$ cat src/rtl/and_tree_ctl_pkg.sv
// and_tree_ctl_pkg: shared state encoding and default constants for the AND-tree sequencer.
// Rev 1.0
`default_nettype none

package and_tree_ctl_pkg;

  typedef enum logic [1:0] {
    IDLE    = 2'd0,
    EVAL    = 2'd1,
    RESULT  = 2'd2,
    NEUTRAL = 2'd3
  } state_t;

  localparam int DEF_N_IN    = 4;
  localparam int DEF_TIMEOUT = 255;
  localparam int DEF_SETTLE  = 4;
  localparam int DEF_CNT_W   = 8;
  localparam int DEF_RTZ     = 1;
  localparam int DEF_TIMER_W = $clog2(DEF_TIMEOUT + 1);

  function automatic int cnt_width(input int max_val);
    return (max_val < 1) ? 1 : $clog2(max_val + 1);
  endfunction

endpackage

`default_nettype wire

$ cat src/rtl/and_tree_seq_ctl_sync_2ff.sv
// sync_2ff: two-flop synchroniser for the asynchronous tree output, reset to 0.
// Rev 1.0
`default_nettype none

module sync_2ff (
  input  logic clk,
  input  logic rst,
  input  logic d,
  output logic q
);

  logic meta;

  always_ff @(posedge clk or posedge rst) begin
    if (rst) begin
      meta <= 1'b0;
      q    <= 1'b0;
    end else begin
      meta <= d;
      q    <= meta;
    end
  end

endmodule

`default_nettype wire

$ cat src/rtl/and_tree_seq_ctl.sv
// and_tree_seq_ctl: applies vectors to an external AND tree, waits for z to settle, reports result.
// Rev 1.0
`default_nettype none

module and_tree_seq_ctl
  import and_tree_ctl_pkg::*;
#(
  parameter int N_IN    = DEF_N_IN,
  parameter int TIMEOUT = DEF_TIMEOUT,
  parameter int SETTLE  = DEF_SETTLE,
  parameter int CNT_W   = DEF_CNT_W,
  parameter int RTZ     = DEF_RTZ
) (
  input  logic             clk,
  input  logic             rst,
  input  logic             vec_valid,
  output logic             vec_ready,
  input  logic [N_IN-1:0]  vec_data,
  output logic [N_IN-1:0]  tree_in,
  input  logic             tree_z,
  output logic             res_valid,
  output logic             res_pass,
  output logic             res_timeout,
  output logic             neutral_err,
  output logic [CNT_W-1:0] err_count,
  output logic             busy
);

  localparam int TIMER_W = cnt_width(TIMEOUT);
  localparam int SET_W   = cnt_width(SETTLE);
  localparam logic [TIMER_W-1:0] TIMEOUT_V = TIMER_W'(TIMEOUT);
  localparam logic [SET_W-1:0]   SETTLE_V  = SET_W'(SETTLE);
  localparam logic [CNT_W-1:0]   CNT_MAX   = '1;

  state_t             state, state_nxt;
  logic               z_sync;
  logic               exp_z;
  logic               expected;
  logic [TIMER_W-1:0] timer;
  logic [SET_W-1:0]   settle;
  logic [SET_W-1:0]   settle_inc;
  logic               match;
  logic               settled;
  logic               timed_out;
  logic               accept;
  logic               fail_evt;

  sync_2ff u_sync (
    .clk (clk),
    .rst (rst),
    .d   (tree_z),
    .q   (z_sync)
  );

  // NEUTRAL always waits for the tree to return to zero.
  assign expected   = (state == NEUTRAL) ? 1'b0 : exp_z;
  assign match      = (z_sync == expected);
  assign settle_inc = settle + SET_W'(1);
  assign settled    = match && (settle_inc == SETTLE_V);
  assign timed_out  = (timer == TIMEOUT_V);
  assign accept     = (state == IDLE) && vec_valid && vec_ready;
  assign fail_evt   = ((state == RESULT) && res_timeout) ||
                      ((state == NEUTRAL) && timed_out && !settled);

  always_ff @(posedge clk or posedge rst) begin
    if (rst) state <= IDLE;
    else     state <= state_nxt;
  end

  always_comb begin
    state_nxt = state;
    case (state)
      IDLE:    if (accept) state_nxt = EVAL;
      EVAL:    if (settled || timed_out) state_nxt = RESULT;
      RESULT:  state_nxt = (RTZ != 0) ? NEUTRAL : IDLE;
      NEUTRAL: if (settled || timed_out) state_nxt = IDLE;
      default: state_nxt = IDLE;
    endcase
  end

  always_ff @(posedge clk or posedge rst) begin
    if (rst) begin
      vec_ready   <= 1'b1;
      busy        <= 1'b0;
      tree_in     <= '0;
      exp_z       <= 1'b0;
      timer       <= '0;
      settle      <= '0;
      res_valid   <= 1'b0;
      res_pass    <= 1'b0;
      res_timeout <= 1'b0;
      neutral_err <= 1'b0;
      err_count   <= '0;
    end else begin
      vec_ready   <= (state_nxt == IDLE);
      busy        <= (state_nxt != IDLE);
      res_valid   <= 1'b0;
      res_pass    <= 1'b0;
      res_timeout <= 1'b0;
      if (fail_evt && (err_count != CNT_MAX)) err_count <= err_count + 1'b1;
      case (state)
        IDLE: begin
          if (accept) begin
            exp_z   <= &vec_data;
            tree_in <= vec_data;
            timer   <= '0;
            settle  <= '0;
          end
        end
        EVAL, NEUTRAL: begin
          timer  <= timer + 1'b1;
          settle <= match ? settle_inc : '0;
          // Settle wins over timeout when both land on the same cycle.
          if ((state == EVAL) && (settled || timed_out)) begin
            res_valid   <= 1'b1;
            res_pass    <= settled;
            res_timeout <= !settled;
          end
          if ((state == NEUTRAL) && timed_out && !settled) neutral_err <= 1'b1;
        end
        RESULT: begin
          if (RTZ != 0) begin
            tree_in <= '0;
            timer   <= '0;
            settle  <= '0;
          end
        end
        default: ;
      endcase
    end
  end

endmodule

`default_nettype wire
$ cat config.mk
export PLATFORM = sky130hd
export DESIGN_NAME = and_tree_seq_ctl
export DESIGN_NICKNAME = d
export VERILOG_FILES = /design/src/rtl/and_tree_ctl_pkg.sv /design/src/rtl/and_tree_seq_ctl_sync_2ff.sv /design/src/rtl/and_tree_seq_ctl.sv
export SDC_FILE = /design/constraint.sdc
export NUM_CORES = 1
export LEC_CHECK = 0
export BUFFER_PORTS_ARGS = -buffer_cell sky130_fd_sc_hd__buf_2
export CELL_PAD_IN_SITES_DETAIL_PLACEMENT = 1
export CELL_PAD_IN_SITES_GLOBAL_PLACEMENT = 1
export CORE_UTILIZATION = 48
export CTS_BUF_LIST = sky130_fd_sc_hd__clkbuf_4 sky130_fd_sc_hd__clkbuf_8
export DETAILED_ROUTE_END_ITERATION = 10
export GPL_ROUTABILITY_DRIVEN = 0
export HOLD_SLACK_MARGIN = 0.06
export PLACE_DENSITY = 0.84
export SLEW_MARGIN = 20
export SYNTH_ARGS = -nofsm -noshare
export SYNTH_HDL_FRONTEND = slang
export SYNTH_SLANG_ARGS = --single-unit
export TNS_END_PERCENT = 50
$ cat constraint.sdc
create_clock -name clk -period 4.6 [get_ports clk]
set_input_delay 0.46 -clock clk [delete_from_list [all_inputs] [get_ports clk]]
set_output_delay 0.46 -clock clk [all_outputs]
set_load 0.01 [all_outputs]
==> flow_metrics.py, run 1 <==
metrics = {
    "finish": {
        "area_growth_pct": 15.8,
        "final.fill_count": 365,
        "mostFrequentLayoutCell": "sky130_fd_sc_hd__dfrtp_1",
        "nets": 180,
        "final_util_pct": 58.2,
        "layout.cells.most_common_list": "33 x sky130_fd_sc_hd__dfrtp_1, 25 x sky130_fd_sc_hd__buf_2, 19 x sky130_fd_sc_hd__nand2_1",
        "multiInputGateArea_um2": 651,
        "register_area_um2": 852,
        "n_antenna_cell": 0,
        "final_layout_size_suffix_gt1_share_pct": 24.3,
    },
    "worst_setup_path": {
        "critPathKind": "reg2reg",
        "startpoint_type": "flop",
        "crit-reg2reg-capture": "err_count[1]",
        "r2r_cells": 6,
        "worstSetupEndpointType": "flop",
        "rr_startpoint": "settle[0]",
        "critPathMaxFanout": 7,
        "cp.required_ns": 4.83,
        "ff2ff_setup_slack_ns": 2.42,
        "arrival_time_at_the_worst_endpoint_ns": 2.41,
    },
    "placement": {
        "post-dp-hpwl_mm": 2.34,
        "port_buffers": 25,
        "post-place-ws_ns": 2.43,
    },
    "sta": {
        "clock_skew_ns": 0.00895,
        "finalSetupTns_ns": 0,
        "setup_viol_count_final": 0,
        "min_clock_period_post_route_ns": 2.18,
        "worst-slew-pin-transition_ns": 0.898,
        "timing.max_slew.rel_slack_pct": 39.6,
        "final.period_utilization_pct": 47.5,
        "final_setup_slack_of_the_worst_path_ns": 2.42,
        "finalMaxSlewViolations": 0,
        "worst_hold_slack_ns": 0.197,
        "final_hold_viol_count": 0,
        "achievable-frequency_ghz": 0.458,
        "grt_setup_unrepaired": "false",
    },
    "drt": {
        "dr_wl_met3_um": 100,
        "wl_met2_mm": 1.65,
        "routed_wire_length_per_instance_um": 15.2,
        "route.detailed.drc": 0,
        "antenna_violating_nets_post_route": 0,
        "route.layer.met1.wl_mm": 1.38,
        "drt_iter0_drc": 31,
        "detailedRoute.firstPassIterationCount": 4,
        "route.detailed.vias_per_inst": 5.27,
        "routed-via-count": 1123,
        "routed_wl_mm": 3.24,
        "topRoutingLayerUsed": "met4",
    },
    "power": {
        "max-vdd-ir-drop_mv": 0.271,
        "power-per-cell-area_nw_per_um2": 481,
        "leakage_nw": 0.891,
        "finalPower_uw": 855,
    },
    "global_routing": {
        "grt_usage_pct": 22.9,
        "antenna_found_initial": 0,
        "grt_overflow": 0,
        "grt_start_max_net_pins": 35,
        "grt_pass1_vias": 1235,
        "global_route_wire_length_before_repair_mm": 5.59,
    },
    "clock_network": {
        "root_buffer": "sky130_fd_sc_hd__clkbuf_4",
        "number_of_buffers_added_by_the_clock_tree_synthesis_step": 5,
        "clkLatencyLatePin_ns": 0.34,
        "tritoncts": "yes",
        "cts-resized-gates": 0,
        "cts.clk_slew.worst_paths_ns": 0.10,
        "cts.hold.buffers_added": 0,
        "clockBufferDepth": 2,
        "post_cts_setup_repair_buffer_count": 0,
        "cts.sink_count": 34,
        "h-tree-depth": 2,
    },
    "logic_synthesis": {
        "post_synth.cell_area_avg_um2": 11.1,
        "synth_top_family_by_area": "simple AND/OR/NAND/NOR gates",
        "netlist_instances": 138,
        "yosys.area_share.simple_pct": 17.0,
        "ys_dominant_reg_cell": "sky130_fd_sc_hd__dfrtp_1",
        "synth_compound_area_share_pct": 10.8,
        "synthAdderAreaFrac_pct": 3.26,
        "mappedNetlistArea_um2": 1530,
        "ys.warnings.count": 0,
        "post_synth_edffs": 0,
        "synthesis.nets": 150,
        "synth-async-reset-ratio_pct": 100,
        "synth_seq_area_share_pct": 55.5,
        "area_share_of_xor_xnor_cells_in_the_synthesized_design_pct": 8.56,
        "synth.mux.area_fraction_pct": 2.85,
        "synth_cell_types": 34,
        "postSynthRegisterBits": 34,
    },
    "floorplanning": {
        "start_util_pct": 50.2,
        "die_y_um": 58.5,
        "floorplan.core_area_um2": 3050,
        "die_width_um": 58.5,
        "rows": 20,
        "floorplan.die_area_um2": 3430,
        "top_level_ports": 26,
    },
    "outcome": {
        "outcome": "finished, final reports clean",
    },
    "flow_run": {
        "max-cap-violations": 0,
    },
    "min_path": {
        "min-delay-path-class": "in2async",
    },
}
-- layer usage --
layer  GRT usage [%]  vias up
met4            13.3        0
met5               0        -
met1            27.2      556
met2            37.6       22
met3            6.15       10
li1                -      535
-- registers in the layout, summed over array words and instances (netlist names), 2 cells and up --
register	count
settle	3
timer	8
tree_in	4
err_count	8
state	2
-- per-stage QoR --
step / area (um2) / instances
6_report: 1780 / 213
3_5_place_dp: 1710 / 205
4_1_cts: 1780 / 213
3_3_place_gp: 1710 / 205
2_1_floorplan: 1530 / 138
5_1_grt: 1780 / 213
-- critical path, cell delays in order, from the launching register on --
cell	delay, ns
sky130_fd_sc_hd__dfrtp_1	0.41
sky130_fd_sc_hd__ha_1	0.21
sky130_fd_sc_hd__ha_1	0.20
sky130_fd_sc_hd__nor2b_1	0.13
sky130_fd_sc_hd__or4_4	0.53
sky130_fd_sc_hd__a21oi_4	0.24
sky130_fd_sc_hd__mux2_2	0.36
-- how the worst max path moves through the flow --
stage                     slack, ns      endpoint      start
after detailed placement       2.43  err_count[1]  settle[0]
after CTS                      2.40  err_count[1]  settle[0]
final                          2.42  err_count[1]  settle[0]
after global routing           2.31  err_count[1]   state[0]
after floorplan                2.53  err_count[1]  settle[0]
after global placement         2.48  err_count[1]  settle[0]
-- layout make-up --
type | count | area share, %
well taps | 44 | 3.10
clock buffers | 7 | 3.31
flip-flops and latches | 34 | 48.0
clock inverters | 1 | 0.282
repair buffers | 27 | 7.89
inverters | 4 | 0.845
multi-input cells | 96 | 36.6
-- where the power goes --
| group | internal, mW | leakage (nW) | switching [mW] |
|---|---|---|---|
| Sequential | 0.368 | 0.439 | 0.0846 |
| Clock | 0.0799 | 0.0387 | 0.100 |
| Combinational | 0.115 | 0.413 | 0.107 |
| Total | 0.563 | 0.891 | 0.292 |
-- cell usage after synthesis (all sizes together), types with 2 or more instances --
cell	count	area (um2)
dfrtp	33	826
nor2	8	30.0
xor2	4	35.0
nand2	19	71.3
o21ai	7	35.0
nand2b	3	18.8
and2	2	12.5
inv	4	15.0
mux2	3	33.8
nand3	6	30.0
clkbuf	3	11.3
and3	3	18.8
and4	2	17.5
a22o	7	61.3
xnor2	11	96.3
nand4	4	31.3
ha	4	50.1
a21oi	2	21.3
-- logic make-up (layout without fill, tap and decap cells) --
| logic type | Yosys count | after routing |
|---|---|---|
| adder cells (fa/ha/maj) | 4 | 4 |
| XOR/XNOR | 15 | 15 |
| buffers and inverters | 8 | 39 |
| AO/OA/AOI/OAI | 22 | 22 |
| AND/OR/NAND/NOR | 51 | 51 |
| multiplexers | 4 | 4 |
| flip-flops | 34 | 34 |
Power figures use the tool's default switching activity.
==> run 2: changes to the inputs <==
--- a/config.mk
+++ b/config.mk
@@ -5,15 +5,16 @@
 export SDC_FILE = /design/constraint.sdc
 export NUM_CORES = 1
 export LEC_CHECK = 0
+export ABC_AREA = 1
 export BUFFER_PORTS_ARGS = -buffer_cell sky130_fd_sc_hd__buf_2
 export CELL_PAD_IN_SITES_DETAIL_PLACEMENT = 1
 export CELL_PAD_IN_SITES_GLOBAL_PLACEMENT = 1
-export CORE_UTILIZATION = 48
+export CORE_UTILIZATION = 43
 export CTS_BUF_LIST = sky130_fd_sc_hd__clkbuf_4 sky130_fd_sc_hd__clkbuf_8
 export DETAILED_ROUTE_END_ITERATION = 10
 export GPL_ROUTABILITY_DRIVEN = 0
 export HOLD_SLACK_MARGIN = 0.06
-export PLACE_DENSITY = 0.84
+export PLACE_DENSITY = 0.8
 export SLEW_MARGIN = 20
 export SYNTH_ARGS = -nofsm -noshare
 export SYNTH_HDL_FRONTEND = slang
==> constraint.sdc (replaced) <==
create_clock -name clk -period 2.1 [get_ports clk]
set_input_delay 0.21 -clock clk [delete_from_list [all_inputs] [get_ports clk]]
set_output_delay 0.21 -clock clk [all_outputs]
set_load 0.01 [all_outputs]
==> run 2 against run 1 <==
Effect of this change: power is 130% higher; clock skew is 0.0036 ns lower; worst setup slack got worse by 1.9 ns; die area up 18%; sequential cell count unchanged; register-to-register slack worse by 1.9 ns; synthesized cell count rose by 39%; first-iteration DRC count increased by 90%; global-route usage fell by 0.89 points; sequential share of layout area shrank 3.9 points; critical path depth rose by 4.
==> flow_metrics.py, run 2 <==
metrics = {
    "outcome": {
        "outcome": "finished, final reports clean",
    },
    "worst_setup_path": {
        "critPathKind": "reg2reg",
        "crit-reg2reg-capture": "err_count[3]",
        "startpoint": "timer[0]",
        "slowest_stage": "sky130_fd_sc_hd__dfrtp_1",
        "arrival_time_at_the_worst_endpoint_ns": 1.73,
        "slowest_delay_ns": 0.40,
        "worstSetupEndpointType": "flop",
        "timing.critical_path.cells": "ha_1 > nand2_1 > nor2_2 > nand2_2 > nor2_2 > nand2_2 > nand2_4 > nand2_4 > nand2_1 > nand2_1",
        "most_common_cell_on_crit_path": "sky130_fd_sc_hd__nand2_1",
        "critPathMaxFanout": 9,
        "cp.required_ns": 2.27,
        "r2r_cells": 10,
        "endpoint_of_the_most_critical_setup_path": "err_count[3]",
        "ff2ff_setup_slack_ns": 0.53,
        "startpoint_type": "flop",
        "rr_startpoint": "timer[0]",
    },
    "drt": {
        "antenna_violating_nets_post_route": 0,
        "drt_iter0_drc": 59,
        "route.detailed.vias_per_inst": 5.07,
        "routed-via-count": 1393,
        "detailedRoute.firstPassIterationCount": 4,
        "routed_wl_mm": 3.82,
        "routed_wire_length_per_instance_um": 13.9,
        "route.detailed.drc": 0,
    },
    "global_routing": {
        "grt_pass1_vias": 1469,
        "grt_overflow": 0,
        "grt_start_max_net_pins": 35,
        "grt_usage_pct": 22.0,
        "antenna_found_initial": 0,
        "global_route_wire_length_before_repair_mm": 6.74,
    },
    "logic_synthesis": {
        "synthesis.nets": 204,
        "yosys.cell_count.top_type": "sky130_fd_sc_hd__nand2_1",
        "synth_top_area_share_pct": 50.6,
        "synth_seq_area_share_pct": 52.2,
        "netlist_top_cells_area": "sky130_fd_sc_hd__dfrtp_1 51%, sky130_fd_sc_hd__nand2_1 12%, sky130_fd_sc_hd__inv_1 6.4%",
        "synth-async-reset-ratio_pct": 100,
        "post_synth_most_frequent_cells": "54 x sky130_fd_sc_hd__nand2_1, 33 x sky130_fd_sc_hd__dfrtp_1, 28 x sky130_fd_sc_hd__inv_1",
        "post_synth.cell_area_avg_um2": 8.50,
        "synth_cell_types": 23,
        "postSynthRegisterBits": 34,
        "ys.warnings.count": 0,
        "mappedNetlistArea_um2": 1630,
        "ys_dominant_reg_cell": "sky130_fd_sc_hd__dfrtp_1",
        "post_synth_edffs": 0,
        "area_leader_netlist": "sky130_fd_sc_hd__dfrtp_1",
        "netlist_instances": 192,
    },
    "finish": {
        "mostFrequentLayoutCell": "sky130_fd_sc_hd__nand2_1",
        "multiInputGateArea_um2": 671,
        "area_growth_pct": 18.3,
        "final.fill_count": 465,
        "register_area_um2": 852,
        "layout_top_registers": "err_count x8, timer x8, tree_in x4",
        "layout.cells.most_common_list": "54 x sky130_fd_sc_hd__nand2_1, 33 x sky130_fd_sc_hd__dfrtp_1, 28 x sky130_fd_sc_hd__inv_1",
        "n_antenna_cell": 0,
        "nets": 238,
        "final_layout_size_suffix_gt1_share_pct": 20.7,
    },
    "sta": {
        "min_clock_period_post_route_ns": 1.57,
        "finalSetupTns_ns": 0,
        "clock_skew_ns": 0.00532,
        "timing.max_slew.rel_slack_pct": 71.1,
        "setup_viol_count_final": 0,
        "worst-slew-pin-transition_ns": 0.433,
        "final.period_utilization_pct": 74.5,
        "final_hold_viol_count": 0,
        "achievable-frequency_ghz": 0.639,
        "grt_setup_unrepaired": "false",
        "finalMaxSlewViolations": 0,
        "final_setup_slack_of_the_worst_path_ns": 0.535,
    },
    "floorplanning": {
        "floorplan.die_area_um2": 4050,
        "floorplan.core_area_um2": 3660,
        "rows": 22,
        "die_width_um": 63.6,
        "start_util_pct": 44.6,
        "die_y_um": 63.6,
        "top_level_ports": 26,
    },
    "placement": {
        "post-place-ws_ns": 0.551,
        "port_buffers": 25,
        "post-dp-hpwl_mm": 2.84,
    },
    "clock_network": {
        "number_of_buffers_added_by_the_clock_tree_synthesis_step": 5,
        "root_buffer": "sky130_fd_sc_hd__clkbuf_8",
        "cts.clk_slew.worst_paths_ns": 0.07,
        "clockBufferDepth": 2,
        "h-tree-depth": 2,
        "cts-resized-gates": 0,
        "clkLatencyLatePin_ns": 0.28,
        "cts.sink_count": 34,
        "tritoncts": "yes",
    },
    "min_path": {
        "worst_hold_path.num_cells": 3,
        "min-delay-path-class": "in2reg",
    },
    "flow_run": {
        "max-cap-violations": 0,
    },
    "power": {
        "leakage_nw": 1.07,
        "power-per-cell-area_nw_per_um2": 1030,
        "max-vdd-ir-drop_mv": 0.545,
    },
}
## run 2: changes by cell type after synthesis, moves of 5 or more
cell                      before  now
sky130_fd_sc_hd__o22ai_1       0    5
sky130_fd_sc_hd__nand2_1      19   54
sky130_fd_sc_hd__xnor2_1      11    0
sky130_fd_sc_hd__nand3_1       6   18
sky130_fd_sc_hd__a21oi_1       1    6
sky130_fd_sc_hd__a22o_1        7    1
sky130_fd_sc_hd__inv_1         4   28
## run 2: cell type report
type	count	area share [%]
Timing Repair Buffer	28	7.90
Inverter	28	5.44
Tap cell	48	3.11
Multi-Input combinational cell	129	34.7
Clock buffer	8	4.73
Sequential cell	34	44.1
## run 2: through the flow
| stage | instances | util, % | total power, mW | hold WS, ns | instance area [um2] |
|---|---|---|---|---|---|
| 6_report | 275 | 52.8 | 1.98 | 0.198 | 1930 |
| 5_1_grt | 275 | 52.8 | 2.13 | 0.200 | 1930 |
| 4_1_cts | 275 | 52.8 | 2.01 | 0.193 | 1930 |
| 3_5_place_dp | 265 | 49.7 | 1.50 | 0.322 | 1820 |
| 3_3_place_gp | 265 | 49.7 | 1.45 | 0.316 | 1820 |
| 2_1_floorplan | 192 | - | 1.31 | 0.241 | 1630 |
## run 2: cells by family (layout without fill, tap and decap cells)
kind of cell             count (synthesis)  in the layout  synth area share (%)
buffers and inverters                   29             64                  6.74
flip-flops                              34             34                  52.2
AND/OR/NAND/NOR                        101            101                  29.2
adder cells (fa/ha/maj)                  4              4                  3.07
AO/OA/AOI/OAI                           21             21                  7.20
XOR/XNOR                                 3              3                  1.61
## run 2: how the worst min path moves through the flow
| stage | start | slack [ns] | to |
|---|---|---|---|
| floorplan | tree_z | 0.24 | u_sync.meta |
| global placement | rst | 0.32 | exp_z |
| detailed placement | tree_z | 0.32 | u_sync.meta |
| CTS | vec_data[3] | 0.19 | tree_in[3] |
| global route | vec_data[2] | 0.20 | tree_in[2] |
| finish | vec_data[2] | 0.20 | tree_in[2] |
## run 2: metal layers
metal	wire [um]	vias up	track usage (%)
met1	1660	676	26.9
li1	-	683	-
met4	62	0	9.66
met5	0	-	0
met3	124	7	5.07
met2	1970	27	36.8
## run 2: worst max-delay path: cells and delay by family (launching register included)
family / cells / cell delay, ns
fa+ha+maj: 1 / 0.18
flops: 1 / 0.40
simple gates: 9 / 0.87
## run 2: power breakdown
part / switching, mW / internal [mW] / total [mW] / leakage (nW)
clock: 0.215 / 0.274 / 0.489 / 0.0498
combinational: 0.326 / 0.200 / 0.525 / 0.578
sequential: 0.152 / 0.814 / 0.966 / 0.440
total: 0.693 / 1.29 / 1.98 / 1.07
## run 2: what timing repair did
item,4_1_cts,5_1_grt
hold endpoints to repair,34,0
setup buffers,0,0
hold buffers,2,0
endpoints found under the setup margin,0,0
